==> config.mk <==
export PLATFORM = sky130hd
export DESIGN_NAME = operand_stack_flat
export DESIGN_NICKNAME = d
export VERILOG_FILES = /design/src/rtl/operand_stack_if.sv /design/src/rtl/operand_stack.sv /design/src/flat_wrapper.sv
export SDC_FILE = /design/constraint.sdc
export NUM_CORES = 1
export LEC_CHECK = 0
export ABC_AREA = 1
export CAP_MARGIN = 20
export CORE_ASPECT_RATIO = 1.1
export CORE_MARGIN = 3
export CORE_UTILIZATION = 31
export CTS_BUF_LIST = sky130_fd_sc_hd__clkbuf_8
export DETAILED_ROUTE_END_ITERATION = 10
export GPL_ROUTABILITY_DRIVEN = 1
export PLACE_DENSITY_LB_ADDON = 0.05
export SLEW_MARGIN = 20
export SYNTH_ARGS = -nofsm -noshare
export SYNTH_HDL_FRONTEND = slang
export SYNTH_SLANG_ARGS = --single-unit
==> constraint.sdc <==
create_clock -name clk -period 7.8 [get_ports clk]
set_input_delay 1.56 -clock clk [delete_from_list [all_inputs] [get_ports clk]]
set_output_delay 1.56 -clock clk [all_outputs]
set_load 0.01 [all_outputs]
==> src/rtl/operand_stack_if.sv <==
// Bus between the control unit (master) and the operand stack (slave).
// There is no valid/ready: the master presents one op every cycle, and the stack applies it at the next rising edge.
interface operand_stack_if #(
  parameter int WIDTH = 16,
  parameter int CW    = 5
);
  logic [1:0]       op;
  logic [WIDTH-1:0] din;
  logic             err_clr;
  logic [WIDTH-1:0] tos;
  logic [WIDTH-1:0] nos;
  logic [CW-1:0]    count;
  logic             empty;
  logic             full;
  logic             overflow;
  logic             underflow;

  modport master (
    output op, din, err_clr,
    input  tos, nos, count, empty, full, overflow, underflow
  );

  modport slave (
    input  op, din, err_clr,
    output tos, nos, count, empty, full, overflow, underflow
  );
endinterface

==> src/rtl/operand_stack.sv <==
// Evaluation stack for the stack processor. The top two entries are held in registers,
// so the shifter and the ALU can read them with no added delay.
module operand_stack #(
  parameter int DEPTH = 16,
  parameter int WIDTH = 16,
  parameter int CW    = $clog2(DEPTH + 1)
) (
  input  logic              clk,
  input  logic              rst_n,
  operand_stack_if.slave    bus
);
  localparam int AW = $clog2(DEPTH);

  typedef enum logic [1:0] {
    OP_NOP   = 2'b00,
    OP_PUSH  = 2'b01,
    OP_POP   = 2'b10,
    OP_BINOP = 2'b11
  } op_e;

  op_e              op;
  logic [WIDTH-1:0] mem_q [DEPTH];
  logic [WIDTH-1:0] tos_q, tos_d;
  logic [WIDTH-1:0] nos_q, nos_d;
  logic [CW-1:0]    count_q, count_d;
  logic             ovf_q, ovf_d;
  logic             unf_q, unf_d;
  logic             ovf_evt, unf_evt;
  logic             wr_en;
  logic [AW-1:0]    wr_addr;
  logic [WIDTH-1:0] below_nos;

  assign op = op_e'(bus.op);

  // The entry under nos; it becomes the new nos after a pop or a binop.
  assign below_nos = (count_q >= CW'(3)) ? mem_q[AW'(count_q - CW'(3))] : '0;

  always_comb begin
    tos_d   = tos_q;
    nos_d   = nos_q;
    count_d = count_q;
    ovf_evt = 1'b0;
    unf_evt = 1'b0;
    wr_en   = 1'b0;
    wr_addr = AW'(count_q);
    case (op)
      OP_PUSH: begin
        if (count_q == CW'(DEPTH)) begin
          ovf_evt = 1'b1;
        end else begin
          wr_en   = 1'b1;
          wr_addr = AW'(count_q);
          tos_d   = bus.din;
          nos_d   = tos_q;
          count_d = count_q + CW'(1);
        end
      end
      OP_POP: begin
        if (count_q == '0) begin
          unf_evt = 1'b1;
        end else begin
          tos_d   = nos_q;
          nos_d   = below_nos;
          count_d = count_q - CW'(1);
        end
      end
      OP_BINOP: begin
        if (count_q < CW'(2)) begin
          unf_evt = 1'b1;
        end else begin
          // The result goes into the slot that nos used to occupy.
          wr_en   = 1'b1;
          wr_addr = AW'(count_q - CW'(2));
          tos_d   = bus.din;
          nos_d   = below_nos;
          count_d = count_q - CW'(1);
        end
      end
      default: ;
    endcase
    // A new error in the same cycle as err_clr keeps the flag set.
    ovf_d = (ovf_q & ~bus.err_clr) | ovf_evt;
    unf_d = (unf_q & ~bus.err_clr) | unf_evt;
  end

  always_ff @(posedge clk) begin
    if (wr_en) mem_q[wr_addr] <= bus.din;
  end

  always_ff @(posedge clk or negedge rst_n) begin
    if (!rst_n) begin
      tos_q   <= '0;
      nos_q   <= '0;
      count_q <= '0;
      ovf_q   <= 1'b0;
      unf_q   <= 1'b0;
    end else begin
      tos_q   <= tos_d;
      nos_q   <= nos_d;
      count_q <= count_d;
      ovf_q   <= ovf_d;
      unf_q   <= unf_d;
    end
  end

  assign bus.tos       = tos_q;
  assign bus.nos       = nos_q;
  assign bus.count     = count_q;
  assign bus.empty     = (count_q == '0);
  assign bus.full      = (count_q == CW'(DEPTH));
  assign bus.overflow  = ovf_q;
  assign bus.underflow = unf_q;
endmodule

==> src/flat_wrapper.sv <==
// flat-port wrapper written by rule: the top's interface ports become plain ports
module operand_stack_flat 
#(
  parameter int DEPTH = 16,
  parameter int WIDTH = 16,
  parameter int CW    = $clog2(DEPTH + 1)
)
  (clk, rst_n, bus_op, bus_din, bus_err_clr, bus_tos, bus_nos, bus_count, bus_empty, bus_full, bus_overflow, bus_underflow);
  operand_stack_if #(.WIDTH(WIDTH), .CW(CW)) bus_i ();
  input  logic clk;
  input  logic rst_n;
  input wire logic [$bits(bus_i.op)-1:0] bus_op;
  input wire logic [$bits(bus_i.din)-1:0] bus_din;
  input wire logic [$bits(bus_i.err_clr)-1:0] bus_err_clr;
  output wire logic [$bits(bus_i.tos)-1:0] bus_tos;
  output wire logic [$bits(bus_i.nos)-1:0] bus_nos;
  output wire logic [$bits(bus_i.count)-1:0] bus_count;
  output wire logic [$bits(bus_i.empty)-1:0] bus_empty;
  output wire logic [$bits(bus_i.full)-1:0] bus_full;
  output wire logic [$bits(bus_i.overflow)-1:0] bus_overflow;
  output wire logic [$bits(bus_i.underflow)-1:0] bus_underflow;
  assign bus_i.op = bus_op;
  assign bus_i.din = bus_din;
  assign bus_i.err_clr = bus_err_clr;
  assign bus_tos = bus_i.tos;
  assign bus_nos = bus_i.nos;
  assign bus_count = bus_i.count;
  assign bus_empty = bus_i.empty;
  assign bus_full = bus_i.full;
  assign bus_overflow = bus_i.overflow;
  assign bus_underflow = bus_i.underflow;
  operand_stack #(.DEPTH(DEPTH), .WIDTH(WIDTH), .CW(CW)) u_core (.clk(clk), .rst_n(rst_n), .bus(bus_i));
endmodule
# == Word level (Yosys, flattened, before mapping) ==
# Memories as Yosys holds them, arrays and structs flattened.
# Index checks and enable logic that the tools add are counted.
# classes
n_addsub,4
magnitude_cmp,2
n_eq_ne,7
mux,25
bitwise,5
reduce_logical,3
# op_table
operator,n
$mux W16,7
$pmux W16 S3,2
$mux W5,3
$pmux W5 S3,1
$mux W1,8
$mux W4,2
$sub A4 B2 Y4 const B,2
$ne A2 B2 Y1 const B,3
$add A5 B1 Y5 const B,1
$eq A5 B5 Y1 const B,1
$ge A5 B2 Y1 const B,1
$logic_not A5 Y1,1
$lt A5 B2 Y1 const B,1
$sub A5 B1 Y5 const B,1
$eq A2 B2 Y1 const B,2
$pmux W1 S2,2
$reduce_and A4 Y1,1
$reduce_bool A3 Y1,1
$and A1 B1 Y1,2
$eq A2 B1 Y1 const B,1
$or A1 B1 Y1,2
$not A1 Y1,1
# totals
register_bits,39
mem_bits_rw,256
inputBits,21
mem_count,1
# mem_list
name,words,width,read_ports,rd_ports_with_merged_regs,wr,line_no,text
u_core.mem_q,16,16,1,0,1,operand_stack.sv:22,logic [WIDTH-1:0] mem_q [DEPTH];

# == Depth between registers and ports, before layout ==
# logic_depth
ltp_word,5
mapped_depth,14
mapped_depth_nobuf,10

# == Worst setup path before layout ==
# Ideal clock, no wire load.
# synth_timing
path_type,input-to-reg
startpoint,in bus_op[0]
endpoint,"mem u_core.mem_q[10][0], enable pin"
setup_ns,0.388
arrival_time_ns,2.974
setup_slack_ns,4.438
stages,6
path_buffers,0
path_cell_list,inv_2 > nor2_1 > inv_1 > o21ai_0 > nand3_1 > nor2_1
# synth_between
elab_chain_cells,4
word_cells_on_any_way,6
# synth_lines
element,line_no,text
from (decl),flat_wrapper.sv:12,input wire logic [$bits(bus_i.op)-1:0] bus_op;
$eq A2 B2 Y1 / $eq A2 B1 Y1 (equally long branches),operand_stack.sv:46,case (op)
$pmux W1 S2,operand_stack.sv:46,
$mux W1,operand_stack.sv:87,if (wr_en) mem_q[wr_addr] <= bus.din;
$mux W1 (implied by the code),operand_stack.sv:87,
to (decl),operand_stack.sv:22,
# Several ways; a longest one is shown, not always the timed one.

# == Worst setup path in the final report ==
# layout_timing
startpoint,reg u_core.count_q[0] (netlist: u_core.bus.count[0])
endpoint,out bus_full
# layout_between
elab_chain_cells,1
# layout_lines
element,line_no,text
from (decl),operand_stack.sv:25,"logic [CW-1:0] count_q, count_d;"
from (signal assigned),operand_stack.sv:100,count_q <= count_d;
$eq A5 B5 Y1,operand_stack.sv:110,assign bus.full = (count_q == CW'(DEPTH));
to (decl),flat_wrapper.sv:19,output wire logic [$bits(bus_i.full)-1:0] bus_full;
# No other way between the ends.

==> flow_metrics.py <==
metrics = {
    "worst_setup_path": {
        "critPathRequiredTime_ps": 6240,
        "cp-endpoint": "bus_full",
        "cp-start-kind": "flop",
        "crit_type": "flop to output pin",
        "critPathArrivalTime_ps": 3380,
        "critPathLaunch": "u_core.bus.count[0]",
        "rr_startpoint": "u_core.bus.count[0]",
        "worstReg2RegEnd": "u_core.mem_q[0][1]",
        "crit_path_end_kind": "output pin",
        "regToRegSetupSlack_ps": 3650,
        "critical_path.max_fanout": 69,
        "ff2ff_path_depth": 7,
    },
    "detailed_routing": {
        "num_vias": 8367,
        "wirelength_um": 38100,
        "ant_nets": 0,
        "firstDrtPassIters": 5,
        "drtIter0Drc": 560,
        "avgRoutedWirePerCell_um": 22.1,
        "via_per_inst": 4.85,
        "drc": 0,
    },
    "pwr": {
        "seqPwrFrac": 0.349,
        "power_per_cell_area_nw_per_um2": 420,
        "intPower_uw": 3390,
        "comb_power_share": 0.432,
        "max-vdd-ir-drop_uv": 205,
        "netSwitchingPower_uw": 2680,
        "sw_frac_of_total": 0.441,
        "p_leak_uw": 0.00536,
        "clock_power_share": 0.219,
        "total_power_uw": 6070,
    },
    "finish": {
        "n_fill_cell": 3942,
        "nets": 1206,
        "layout-drive-gt1-share": 0.0896,
        "final_common_cell": "nand2_1",
        "final_cell_area_um2": 14400,
        "syn_to_final_growth_pct": 16.1,
        "mostFrequentLayoutCells": "294 x nand2_1, 259 x nand3_1, 256 x edfxtp_1",
        "n_antenna_cell": 0,
    },
    "logic_synthesis": {
        "yosys_warnings": 0,
        "yosys-top-cells-area": "edfxtp_1 62%, nand3_1 10%, nand2_1 8.9%",
        "syn_area_per_cell_um2": 11.1,
        "yosysTopAreaCellShare": 0.618,
        "synth_cell_types": 33,
        "synth_area_um2": 12400,
        "syn_inst": 1116,
        "synth-seq-area-share": 0.696,
        "ys_seq_elements": 295,
        "syn_nets": 1145,
        "synth.largest_area_cell": "edfxtp_1",
    },
    "timing": {
        "worst_slew_pin_slew_ps": 1080,
        "period_minus_slack_ps": 4940,
        "worst_slew_margin_rel": 0.277,
        "max_freq_ghz": 0.202,
        "drv_slew": 0,
        "skew_ps": 24.5,
        "fin_crit_sh": 0.634,
        "finalSetupViolCount": 0,
        "hold_viol": 0,
        "rsz0062_at_grt": "no",
        "setup_tns_ps": 0,
    },
    "cts": {
        "clk_path_buf_depth": 3,
        "cts-htree-levels": 2,
        "cts_tree": "yes",
        "clock-root-buffer": "clkbuf_8",
        "cts_repair_resize_count": 0,
        "hold_buffers": 0,
        "clock_sinks": 295,
        "insertion_delay_ps": 590,
        "cts-buffers-inserted": 53,
        "path_clk_slew_ps": 60,
        "post-cts-setup-buffer-count": 0,
    },
    "place": {
        "dp_hpwl_um": 22700,
        "dpl_cell_area_um2": 13500,
        "numPortBuffers": 61,
        "gp_congestion": 0.787,
    },
    "floorplan": {
        "fp-row-count": 76,
        "coreArea_um2": 39400,
        "die_y_um": 216,
        "pin_count": 62,
        "start_util": 0.316,
        "die_area_um2": 42600,
        "fp.dieW_um": 197,
    },
    "flow_run": {
        "drv_cap": 0,
    },
    "global_route": {
        "grtUsageTotal": 0.179,
        "grt_max_degree": 75,
        "grt_overflow": 0,
        "antenna_found_initial": 1,
        "grt_pass1_vias": 8424,
        "grt_pass1_wl_um": 56300,
    },
    "worst_hold_path": {
        "min_path_type": "flop to flop",
    },
    "outcome": {
        "status": "complete, no violations",
    },
}
metrics by stage:
| step | hold slack [ps] | std cells | setup slack [ps] | utilization |
|---|---|---|---|---|
| final | 546 | 1724 | 2860 | 0.367 |
| after CTS | 547 | 1724 | 2800 | 0.367 |
| after floorplan | 560 | 1116 | 4440 | - |
| after detailed placement | 538 | 1629 | 3050 | 0.343 |
| after global placement | 547 | 1629 | 3040 | 0.343 |
| after global routing | 590 | 1724 | 2660 | 0.367 |
power groups by stage:
stage	registers, uW	clock network [uW]	logic (uW)
after CTS	2130	1370	2670
after floorplan	2090	0	1580
after global placement	2160	0	2670
after global routing	2150	1440	2880
after detailed placement	2160	0	2670
final	2120	1330	2620
cell usage after synthesis:
cell,number
a21oi_1,16
a21oi_2,2
a31oi_1,16
buf_1,6
buf_2,29
buf_4,8
buf_6,3
clkbuf_1,20
dfrtp_1,39
edfxtp_1,256
fa_1,1
ha_1,7
inv_1,39
inv_2,6
nand2_1,294
nand2_4,1
nand3_1,259
nand3b_1,2
nand4_1,2
nor2_1,85
nor2_4,1
nor3_1,1
nor4_1,1
o211ai_1,1
o21ai_0,8
o21ai_1,1
o21ai_2,1
o31ai_1,1
or2_2,1
xnor2_1,2
xor2_1,4
xor2_2,2
xor2_4,1
critical path, stage by stage, from the launching register on:
cell and delay [ps]:
dfrtp_4 750, inv_4 620, ha_2 280, inv_1 50, nor4_1 390, clkdlybuf4s50_1 650
cell families after synthesis:
family	after synthesis	synth area share
AND/OR/NAND/NOR	647	0.224
flip-flops	295	0.696
buffers and inverters	111	0.0406
AO/OA/AOI/OAI	46	0.0214
XOR/XNOR	9	0.00905
adder cells (fa/ha/maj)	8	0.00865
registers in the layout (all words and copies together), names as in the netlist:
signal                flops
u_core.mem_q            256
u_core.bus.nos           16
u_core.bus.tos           16
u_core.bus.count          5
u_core.bus.overflow       1
u_core.bus.underflow      1
how the worst min path moves through the flow:
stage	start	endpoint	slack, ps	cells past startpoint
finish	u_core.bus.overflow	u_core.bus.overflow	550	2
global route	u_core.bus.tos[11]	u_core.bus.tos[11]	590	2
CTS	u_core.bus.overflow	u_core.bus.overflow	550	2
detailed placement	u_core.bus.overflow	u_core.bus.overflow	540	2
global placement	u_core.bus.overflow	u_core.bus.overflow	550	2
floorplan	u_core.bus.overflow	u_core.bus.overflow	560	2
metal layers:
metal | share of wire | global-route usage | routed length, um
met1 | 0.45 | 0.248 | 17200
met2 | 0.47 | 0.284 | 17800
met3 | 0.045 | 0.0303 | 1720
met4 | 0.034 | 0.0692 | 1310
met5 | 0 | 0 | 0
area by class of cell:
cell class	count	area, um2	share of cell area
inverter	45	171	0.0119
tap	507	634	0.0439
clock inverter	39	181	0.0126
timing repair buffer	72	683	0.0473
clock buffer	56	771	0.0534
multi-input combinational	710	3330	0.231
sequential	295	8670	0.600
(Power assumes the default switching activity.)
